**src/rtl/fetch_stage.sv**
```systemverilog
// Instruction-fetch stage: owns the PC, keeps one request in flight, holds one instruction plus a skid entry for decode.
// Optional macro FETCH_MISALIGN_CHECK_EN adds f_misalign and a MISALIGN state for misaligned redirect targets.
module fetch_stage #(
  parameter int unsigned     XLEN     = 64,
  parameter logic [XLEN-1:0] PC_RESET = 64'h0000_0000_8000_0000
) (
  input  logic            clk,
  input  logic            reset,
  output logic            ireq_valid,
  output logic [XLEN-1:0] ireq_addr,
  input  logic            iresp_data_ok,
  input  logic [31:0]     iresp_data,
  input  logic            stall,
  input  logic            redirect_valid,
  input  logic [XLEN-1:0] redirect_pc,
  output logic            f_valid,
  output logic [XLEN-1:0] f_pc,
  output logic [31:0]     f_instr
`ifdef FETCH_MISALIGN_CHECK_EN
  ,
  output logic            f_misalign
`endif
);

  typedef enum logic [2:0] {
    IDLE,
    FETCH,
    DISCARD,
    HOLD
`ifdef FETCH_MISALIGN_CHECK_EN
    ,
    MISALIGN
`endif
  } state_t;

  state_t          state;
  state_t          redir_state;
  state_t          resume_state;
  logic [XLEN-1:0] pc;
  logic [XLEN-1:0] stale_addr;
  logic [XLEN-1:0] buf_pc;
  logic [31:0]     buf_instr;
  logic            consume;

  assign consume    = f_valid && !stall;
  assign ireq_valid = (state == FETCH) || (state == DISCARD);
  assign ireq_addr  = (state == DISCARD) ? stale_addr : pc;

`ifdef FETCH_MISALIGN_CHECK_EN
  localparam logic [31:0] NOP = 32'h0000_0013;
  logic mis_sent;

  assign redir_state  = (redirect_pc[1:0] != 2'b00) ? MISALIGN : FETCH;
  assign resume_state = (pc[1:0] != 2'b00) ? MISALIGN : FETCH;
`else
  assign redir_state  = FETCH;
  assign resume_state = FETCH;
`endif

  always_ff @(posedge clk or negedge reset) begin
    if (!reset) begin
      state      <= IDLE;
      pc         <= PC_RESET;
      stale_addr <= PC_RESET;
      buf_pc     <= '0;
      buf_instr  <= '0;
      f_valid    <= 1'b0;
      f_pc       <= '0;
      f_instr    <= '0;
`ifdef FETCH_MISALIGN_CHECK_EN
      f_misalign <= 1'b0;
      mis_sent   <= 1'b0;
`endif
    end else begin
      // Slot empties after a consume unless a branch below refills it.
      if (consume) f_valid <= 1'b0;
`ifdef FETCH_MISALIGN_CHECK_EN
      if (consume || redirect_valid) f_misalign <= 1'b0;
      if (redirect_valid) mis_sent <= 1'b0;
`endif
      case (state)
        IDLE: begin
          state <= FETCH;
          if (redirect_valid) begin
            pc      <= redirect_pc;
            f_valid <= 1'b0;
            state   <= redir_state;
          end
        end
        FETCH: begin
          if (redirect_valid) begin
            pc      <= redirect_pc;
            f_valid <= 1'b0;
            if (iresp_data_ok) begin
              state <= redir_state;
            end else begin
              // Bus forbids changing the address of an outstanding request.
              stale_addr <= pc;
              state      <= DISCARD;
            end
          end else if (iresp_data_ok) begin
            pc <= pc + XLEN'(4);
            if (!f_valid || consume) begin
              f_valid <= 1'b1;
              f_pc    <= pc;
              f_instr <= iresp_data;
            end else begin
              buf_pc    <= pc;
              buf_instr <= iresp_data;
              state     <= HOLD;
            end
          end
        end
        DISCARD: begin
          f_valid <= 1'b0;
          if (redirect_valid) begin
            pc <= redirect_pc;
            if (iresp_data_ok) state <= redir_state;
          end else if (iresp_data_ok) begin
            state <= resume_state;
          end
        end
        HOLD: begin
          if (redirect_valid) begin
            pc      <= redirect_pc;
            f_valid <= 1'b0;
            state   <= redir_state;
          end else if (consume) begin
            f_valid <= 1'b1;
            f_pc    <= buf_pc;
            f_instr <= buf_instr;
            state   <= FETCH;
          end
        end
`ifdef FETCH_MISALIGN_CHECK_EN
        MISALIGN: begin
          if (redirect_valid) begin
            pc      <= redirect_pc;
            f_valid <= 1'b0;
            state   <= redir_state;
          end else if (!mis_sent && (!f_valid || consume)) begin
            f_valid    <= 1'b1;
            f_pc       <= pc;
            f_instr    <= NOP;
            f_misalign <= 1'b1;
            mis_sent   <= 1'b1;
          end
        end
`endif
        default: state <= IDLE;
      endcase
    end
  end

endmodule

```
**config.mk**
```make
export PLATFORM = sky130hd
export DESIGN_NAME = fetch_stage
export DESIGN_NICKNAME = d
export VERILOG_FILES = /design/src/rtl/fetch_stage.sv
export SDC_FILE = /design/constraint.sdc
export NUM_CORES = 1
export LEC_CHECK = 0
export BUFFER_PORTS_ARGS = -buffer_cell sky130_fd_sc_hd__buf_2
export CAP_MARGIN = 20
export CORE_MARGIN = 2
export CORE_UTILIZATION = 45
export DETAILED_ROUTE_END_ITERATION = 16
export PLACE_DENSITY = 0.66
export SYNTH_ARGS = -nofsm -noshare
export SYNTH_HDL_FRONTEND = slang
export SYNTH_SLANG_ARGS = --single-unit
```
**constraint.sdc**
```tcl
create_clock -name clk -period 3.3 [get_ports clk]
set_input_delay 0.66 -clock clk [delete_from_list [all_inputs] [get_ports clk]]
set_output_delay 0.66 -clock clk [all_outputs]
set_load 0.03 [all_outputs]
```
# ---- Word-level counts from Yosys, hierarchy flattened
# Index checks and enable logic that the tools add are counted.
dict set report word_totals {
  ff_bits 324
  input_bits 101
  elab_cells 72
  out_inout_bits 162
}
dict set report op_classes {
  n_bitwise 3
  n_addsub 1
  reduce_logical 14
  mux 33
  eq_ne 13
}
# op count
set ops {}
lappend ops {{two-way mux 64 bit} 9}
lappend ops {{one-hot mux 64 bit (2 select lines)} 2}
lappend ops {{two-way mux 32 bit} 5}
lappend ops {{adder 64 x 3 -> 64 bit, second input constant} 1}
lappend ops {{one-hot mux 32 bit (2 select lines)} 1}
lappend ops {{two-way mux 3 bit} 6}
lappend ops {{one-hot mux 3 bit (4 select lines)} 1}
lappend ops {{inequality test 2 bit, second input constant} 5}
lappend ops {{inequality test 3 bit, second input constant} 3}
lappend ops {{AND reduction 4 bit} 2}
lappend ops {{two-way mux 1 bit} 7}
lappend ops {{equality test 3 x 2 -> 1 bit, second input constant} 2}
lappend ops {{AND reduction 3 bit} 2}
lappend ops {{AND reduction 6 bit} 1}
lappend ops {{inequality test 2 x 1 -> 1 bit, second input constant} 2}
lappend ops {{one-hot mux 1 bit (4 select lines)} 1}
lappend ops {{nonzero test 2 bit} 2}
lappend ops {{equality test 3 x 1 -> 1 bit, second input constant} 1}
lappend ops {{zero test 3 bit} 1}
lappend ops {{inverter 1 bit} 3}
lappend ops {{OR reduction 3 bit} 1}
lappend ops {{zero test 1 bit} 2}
lappend ops {{logical OR 1 bit} 2}
lappend ops {{two-way mux 2 bit} 1}
lappend ops {{logical AND 1 bit} 1}

# ---- Depth between registers and ports, before layout
# Gate-level depths: netlist (run 1).
dict set report depth {
  ltp_word 7
  ltp_mapped 9
}

# ---- Worst setup path before layout (run 1)
# Ideal clock, no wire load.
dict set report synth_timing {
  path_kind {input -> register}
  from {input iresp_data_ok}
  to {register f_instr[0]}
  path_slack_ns 0.797
  path_stages 8
  arrival_ns 2.379
  t_required_ns 3.175
  cell_sequence {clkbuf_1 -> and2_1 -> buf_2 -> a21oi_1 -> nor2_1 -> clkbuf_1 -> buf_2 -> mux2_2}
}
dict set report synth_via {
  elab_chain_len 2
}
# item line_no
set synth_rtl {}
lappend synth_rtl {{start, declared} 11} ;# input logic iresp_data_ok,
lappend synth_rtl {{inequality test 2 bit (no line)} -}
lappend synth_rtl {{AND reduction 6 bit (no line)} -}
lappend synth_rtl {{end signal, assigned} 106} ;# f_instr <= iresp_data;
lappend synth_rtl {{end signal, assigned} 131} ;# f_instr <= buf_instr;
lappend synth_rtl {{end, declared} 18} ;# output logic [31:0] f_instr
# Every way passes these cells.
# A chain may end at the register's enable or synchronous reset.

# ---- Worst setup path after layout (run 1)
dict set report layout_timing {
  from {register state[0]}
  to {output ireq_addr[43]}
}
dict set report layout_via {
  elab_chain_len 2
}
# item line_no
set layout_rtl {}
lappend layout_rtl {{start, declared} 36} ;# state_t state;
lappend layout_rtl {{start signal, assigned} 87} ;# state <= redir_state;
lappend layout_rtl {{start signal, assigned} 95} ;# state <= redir_state;
lappend layout_rtl {{start signal, assigned} 118} ;# if (iresp_data_ok) state <= redir_state;
lappend layout_rtl {{equality test 3 x 2 -> 1 bit} 47} ;# assign ireq_addr = (state == DISCARD) ? stale_addr : pc;
lappend layout_rtl {{two-way mux 64 bit} 47}
lappend layout_rtl {{end, declared} 10} ;# output logic [XLEN-1:0] ireq_addr,
# Every way passes these cells.

==> results of run 1 <==
[layout make-up]
cell class	count	area share
Tap cell	455	0.0305
Clock inverter	11	0.00610
Antenna cell	10	0.00134
Sequential cell	323	0.434
Multi-Input combinational cell	847	0.377
Timing Repair Buffer	293	0.0873
Clock buffer	55	0.0604
Inverter	20	0.00403
[power by group]
part           switching, W  internal (W)  total [W]
logic               0.00353       0.00282    0.00635
clock network       0.00162       0.00252    0.00414
registers          0.000879       0.00551    0.00639
[sequential cells by signal, summed over array words and instances, names as in the netlist]
register    cells
buf_instr      32
f_instr        32
state           2
pc             64
buf_pc         64
f_pc           64
f_valid         1
stale_addr     64
[critical path: cells and delay by family (launching register included)]
family / cells / cell delay (ns)
buffers and inverters: 3 / 0.65
adder cells (fa/ha/maj): 1 / 0.51
multiplexers: 1 / 0.35
flip-flops: 1 / 0.44
[logic make-up (layout without fill, tap and decap cells)]
family / Yosys count / count (layout)
AO/OA/AOI/OAI: 145 / 145
XOR/XNOR: 16 / 16
adder cells (fa/ha/maj): 5 / 5
buffers and inverters: 118 / 379
flip-flops: 323 / 323
multiplexers: 387 / 387
other: 0 / 10
AND/OR/NAND/NOR: 294 / 294
[placed cells by master, fill, tap and decap left out, types with 7 or more instances in the layout]
cell type / netlist / final
mux2_2: 386 / 386
dfrtp_1: 321 / 321
buf_2: 19 / 261
nand2_1: 90 / 89
o21ai_0: 59 / 59
nor2_1: 54 / 52
clkbuf_16: 0 / 39
nor3_1: 25 / 25
buf_4: 0 / 25
nand4_1: 24 / 24
nand3_1: 23 / 23
a31oi_1: 20 / 20
inv_1: 19 / 19
or4_1: 16 / 16
o31ai_1: 14 / 14
nor4_1: 12 / 12
diode_2: 0 / 10
a21oi_1: 10 / 10
and4_1: 10 / 10
or3_1: 10 / 10
xnor2_1: 10 / 10
and3_1: 9 / 9
clkbuf_8: 0 / 9
clkbuf_1: 71 / 7
[how the worst max path moves through the flow]
stage	from	to	slack (ns)	cells past startpoint
finish	state[0]$_DFFE_PN0P_	ireq_addr[43]	0.16	5
global route	state[1]$_DFFE_PN0P_	pc[56]$_DFFE_PN0P_	0.02	7
CTS	state[0]$_DFFE_PN0P_	ireq_addr[43]	0.13	5
detailed placement	state[1]$_DFFE_PN0P_	pc[60]$_DFFE_PN0P_	0.36	7
global placement	state[1]$_DFFE_PN0P_	pc[60]$_DFFE_PN0P_	0.54	7
floorplan	iresp_data_ok	f_instr[0]$_DFFE_PN0P_	0.80	8
[cells in the mapped netlist, types with 16 or more instances]
| cell type | number |
|---|---|
| mux2_2 | 386 |
| dfrtp_1 | 321 |
| nand2_1 | 90 |
| clkbuf_1 | 71 |
| o21ai_0 | 59 |
| nor2_1 | 54 |
| nor3_1 | 25 |
| nand4_1 | 24 |
| nand3_1 | 23 |
| a31oi_1 | 20 |
| buf_2 | 19 |
| inv_1 | 19 |
| or4_1 | 16 |
[layer usage]
layer	vias to the layer above	wire [µm]	global-route usage
li1	5171	-	-
met1	5641	17400	0.302
met2	336	18800	0.361
met3	59	3070	0.0603
met4	4	920	0.0665
met5	-	27	0
[metrics by stage]
stage,utilization,instances,instance area (µm²)
after detailed placement,0.507,1938,17400
after CTS,0.543,2004,18600
final,0.544,2014,18700
after global placement,0.507,1938,17400
after floorplan,-,1288,15500
after global routing,0.543,2007,18600
==> impl_metrics.py, run 1 <==
metrics = {
    "status": {
        "status": "completed",
    },
    "routing": {
        "drtAntennaViolNets": 0,
        "drc_errors": 0,
        "routedWlPerCell_um": 20.0,
        "dr.first_iter.drc_count": 752,
        "vias": 11211,
        "drt_first_pass_iters": 7,
        "vias_per_cell": 5.57,
        "wl_um": 40300,
    },
    "setup_path": {
        "slowest_delay_ns": 0.51,
        "path_class": "reg2out",
        "reg2reg_to": "pc[60]$_DFFE_PN0P_",
        "critPathSlowestCell": "ha_4",
        "crit_fanout": 33,
        "worstPathRequired_ns": 2.64,
        "crit_path_start_kind": "flip-flop",
        "end_kind": "output port",
        "cp_cell_sequence": "inv_1, ha_4, buf_4, mux2_2, buf_2",
        "r2r-start": "state[1]$_DFFE_PN0P_",
        "reg2reg_slack_ns": 0.32,
        "cp.arrival_ns": 2.48,
        "ff2ff_path_depth": 7,
    },
    "sta": {
        "fin_setup_tns_ns": 0,
        "finalHoldViolations": 0,
        "finClkSkew_ns": 0.0176,
        "tightest_slew_ns": 0.655,
        "layout_setup_ws_ns": 0.164,
        "finalWorstPathRequiredPeriod_ns": 3.14,
        "slew_headroom": 0.564,
        "fmax_mhz": 319,
        "min_period_over_period": 0.950,
        "maxSlewViolCount": 0,
        "setup_viol": 0,
        "whs_ns": 0.0675,
        "rsz0062_at_grt": "false",
    },
    "synthesis": {
        "syn-num-nets": 1394,
        "synth-seq-area-share": 0.520,
        "synth_top_area_share": 0.517,
        "synth_top_area_cell": "dfrtp_1",
        "ys_async_sr_fraction": 1.00,
        "yosysUniqueCellTypes": 57,
        "synth_area_um2": 15500,
        "synth-simple-area-share": 0.0954,
        "muxShareOfSynthArea": 0.280,
        "yosys-top-cells-area": "dfrtp_1 (52%), mux2_2 (28%), nand2_1 (2.2%)",
        "yosys_warnings": 0,
        "avgSynthCellArea_um2": 12.1,
        "synth_top_family_by_area": "multiplexers",
        "synth_flop_cell": "dfrtp_1",
        "synth_edf_count": 0,
        "synthCells": 1288,
        "synth_fa_ha_area_frac": 0.00403,
        "synth_xor_area_frac": 0.00902,
        "synth-seq-cells": 323,
        "synth-compound-area-share": 0.0604,
    },
    "clock_tree": {
        "clockBufferDepth": 3,
        "post_cts_buffers": 0,
        "numClockSinks": 323,
        "hold_buffers": 0,
        "path_clk_slew_ns": 0.06,
        "cts_resized": 0,
        "htree_levels": 2,
        "clkLatencyLatePin_ns": 0.52,
        "root_buffer": "clkbuf_16",
        "cts_tree": "done",
        "cts_buffers": 37,
    },
    "place": {
        "gp_congestion": 0.847,
        "place.port_buffers": 262,
        "hpwl_um": 27800,
        "place_ws_ns": 0.364,
    },
    "power_and_ir_drop": {
        "power.density_nw_per_um2": 905,
        "p_total_w": 0.0169,
        "leakagePower_nw": 8.17,
        "vdd.ir_drop.worst_mv": 0.558,
    },
    "layout": {
        "ff_latch_area_um2": 8090,
        "area_growth_pct": 20.0,
        "fillCellCount": 3000,
        "fin_nets": 1628,
        "multiInputGateArea_um2": 7030,
        "drive_gt1_frac": 0.487,
    },
    "floorplan": {
        "num_io_pins": 263,
        "die-area_um2": 36000,
        "core_area_um2": 34300,
        "die_h_um": 190,
        "start_util": 0.453,
        "row_count": 68,
        "dieWidth_um": 190,
    },
    "global_routing": {
        "antenna_found_initial": 9,
        "grt_overflow": 0,
        "grt_usage": 0.225,
        "grt_pass1_vias": 11469,
        "grt_pass1_wl_um": 63700,
        "grt_max_degree": 95,
    },
    "min_path": {
        "hold_path.class": "in2async",
    },
    "job": {
        "maxCapViolations": 0,
    },
}
Power figures use the tool's default switching activity.
==> inputs of run 2 (changes only) <==
--- a/config.mk
+++ b/config.mk
@@ -10,6 +10,7 @@
 export CORE_MARGIN = 2
 export CORE_UTILIZATION = 45
 export DETAILED_ROUTE_END_ITERATION = 16
+export MAX_ROUTING_LAYER = met4
 export PLACE_DENSITY = 0.66
 export SYNTH_ARGS = -nofsm -noshare
 export SYNTH_HDL_FRONTEND = slang
==> run 2 against run 1 <==
  * Hold slack improved by 0.0019 ns
  * Critical endpoint unchanged
  * Cell area about the same
  * Via count up 0.20%
  * Largest power group unchanged
  * Combinational power barely moved
  * Die area unchanged
  * Sequential power about the same
==> impl_metrics.py, run 2 (same netlist as run 1, synthesis figures left out) <==
metrics = {
    "routing": {
        "drtAntennaViolNets": 0,
        "dr.first_iter.drc_count": 711,
        "vias": 11233,
        "drc_errors": 0,
        "routed.top_layer": "met4",
        "vias_per_cell": 5.57,
        "drt_first_pass_iters": 5,
        "met1_length_um": 17500,
        "routedWlPerCell_um": 20.0,
        "wl_um": 40200,
        "dr_wl_met2_um": 18800,
        "wl_met3_um": 2980,
    },
    "sta": {
        "fmax_mhz": 319,
        "min_period_over_period": 0.950,
        "finClkSkew_ns": 0.0182,
        "rsz0062_at_grt": "false",
        "maxSlewViolCount": 0,
        "setup_viol": 0,
        "slew_headroom": 0.558,
        "tightest_slew_ns": 0.663,
        "finalWorstPathRequiredPeriod_ns": 3.14,
        "finalHoldViolations": 0,
        "fin_setup_tns_ns": 0,
    },
    "clock_tree": {
        "cts_resized": 0,
        "hold_buffers": 0,
        "cts_tree": "done",
        "htree_levels": 2,
        "cts_buffers": 37,
        "post_cts_buffers": 0,
        "clockBufferDepth": 3,
        "clkLatencyLatePin_ns": 0.52,
        "numClockSinks": 323,
        "root_buffer": "clkbuf_16",
        "path_clk_slew_ns": 0.06,
    },
    "setup_path": {
        "reg2reg_to": "pc[56]$_DFFE_PN0P_",
        "reg2reg_slack_ns": 0.29,
        "slowest_delay_ns": 0.51,
        "cpLargestDelayFamily": "buffers and inverters",
        "end_kind": "output port",
        "ff2ff_path_depth": 7,
        "cp_cell_sequence": "inv_1, ha_4, buf_4, mux2_2, buf_2",
        "crit_fanout": 33,
        "critPathSlowestCell": "ha_4",
        "worstPathRequired_ns": 2.64,
        "path_buf_inv": 3,
        "path_class": "reg2out",
        "r2r-start": "state[1]$_DFFE_PN0P_",
        "crit_path_start_kind": "flip-flop",
        "cp.arrival_ns": 2.48,
    },
    "global_routing": {
        "antenna_found_initial": 9,
        "grt_overflow": 0,
        "grt_pass1_wl_um": 63600,
        "grt_max_degree": 95,
        "grt_usage": 0.232,
        "grt_pass1_vias": 11487,
    },
    "place": {
        "hpwl_um": 27800,
        "gp_congestion": 0.860,
        "place.port_buffers": 262,
    },
    "floorplan": {
        "start_util": 0.453,
        "die-area_um2": 36000,
        "core_area_um2": 34300,
        "row_count": 68,
        "num_io_pins": 263,
        "die_h_um": 190,
        "dieWidth_um": 190,
    },
    "layout": {
        "mostFrequentLayoutCell": "mux2_2",
        "final_cell_mix": "mux2_2 (386), dfrtp_1 (321), buf_2 (261), nand2_1 (89), o21ai_0 (59)",
        "fin_nets": 1628,
        "area_growth_pct": 20.1,
        "fin_util": 0.544,
        "drive_gt1_frac": 0.487,
    },
    "power_and_ir_drop": {
        "vdd.ir_drop.worst_mv": 0.557,
        "pwr-share-seq": 0.379,
        "pwr-share-clk": 0.245,
        "switching_share": 0.357,
        "leakagePower_nw": 8.17,
        "comb_power_share": 0.376,
        "internal_power_w": 0.0109,
        "switchingPower_w": 0.00602,
        "power.density_nw_per_um2": 905,
    },
    "job": {
        "maxCapViolations": 0,
    },
    "min_path": {
        "hold_path.class": "in2async",
    },
    "status": {
        "status": "completed",
    },
}
## run 2: power groups by stage
stage                     Combinational [W]  Clock [W]  Sequential, W
after detailed placement            0.00641          0        0.00646
after CTS                           0.00644    0.00423        0.00640
after floorplan                     0.00366          0        0.00732
after global routing                0.00682    0.00440        0.00660
after global placement              0.00631          0        0.00636
final                               0.00635    0.00413        0.00639
## run 2: worst max-delay path by stage
stage                          from                      to  slack [ns]  cells after the start
2_1_floorplan         iresp_data_ok  f_instr[0]$_DFFE_PN0P_        0.80                      8
3_3_place_gp   state[1]$_DFFE_PN0P_      pc[60]$_DFFE_PN0P_        0.54                      7
3_5_place_dp   state[1]$_DFFE_PN0P_      pc[60]$_DFFE_PN0P_        0.36                      7
4_1_cts        state[0]$_DFFE_PN0P_           ireq_addr[43]        0.13                      5
5_1_grt        state[1]$_DFFE_PN0P_      pc[56]$_DFFE_PN0P_        0.02                      7
6_report       state[0]$_DFFE_PN0P_           ireq_addr[43]        0.16                      5
## run 2: through the flow
| stage | setup slack (ns) | std cells | hold WS [ns] | power [W] | instance area, µm² |
|---|---|---|---|---|---|
| 2_1_floorplan | 0.797 | 1288 | 0.364 | 0.0110 | 15500 |
| 5_1_grt | 0.0205 | 2013 | 0.101 | 0.0178 | 18600 |
| 4_1_cts | 0.133 | 2004 | 0.0896 | 0.0171 | 18600 |
| 3_3_place_gp | 0.537 | 1938 | 0.462 | 0.0127 | 17400 |
| 3_5_place_dp | 0.364 | 1938 | 0.471 | 0.0129 | 17400 |
| 6_report | 0.164 | 2015 | 0.0694 | 0.0169 | 18700 |
## run 2: cell type report
class                   count  area, µm²
inverters                  20       75.1
repair buffers            293       1630
multi-input cells         847       7030
well taps                 455        569
clock inverters            11        114
fillers                  2999      15600
flip-flops and latches    323       8090
diodes                     11       27.5
clock buffers              55       1130
## run 2: worst reg2reg max path, stage by stage, from the launching register on
cell	delay [ns]
dfrtp_1	0.44
inv_1	0.13
ha_1	0.41
nand4_1	0.25
nor4_1	0.55
nand4_1	0.46
or3_1	0.48
a31oi_1	0.21
## run 2: layer usage
| metal | track usage | vias up |
|---|---|---|
| met3 | 0.0600 | 59 |
| li1 | - | 5174 |
| met5 | - | - |
| met4 | 0.0665 | 0 |
| met1 | 0.302 | 5664 |
| met2 | 0.362 | 336 |
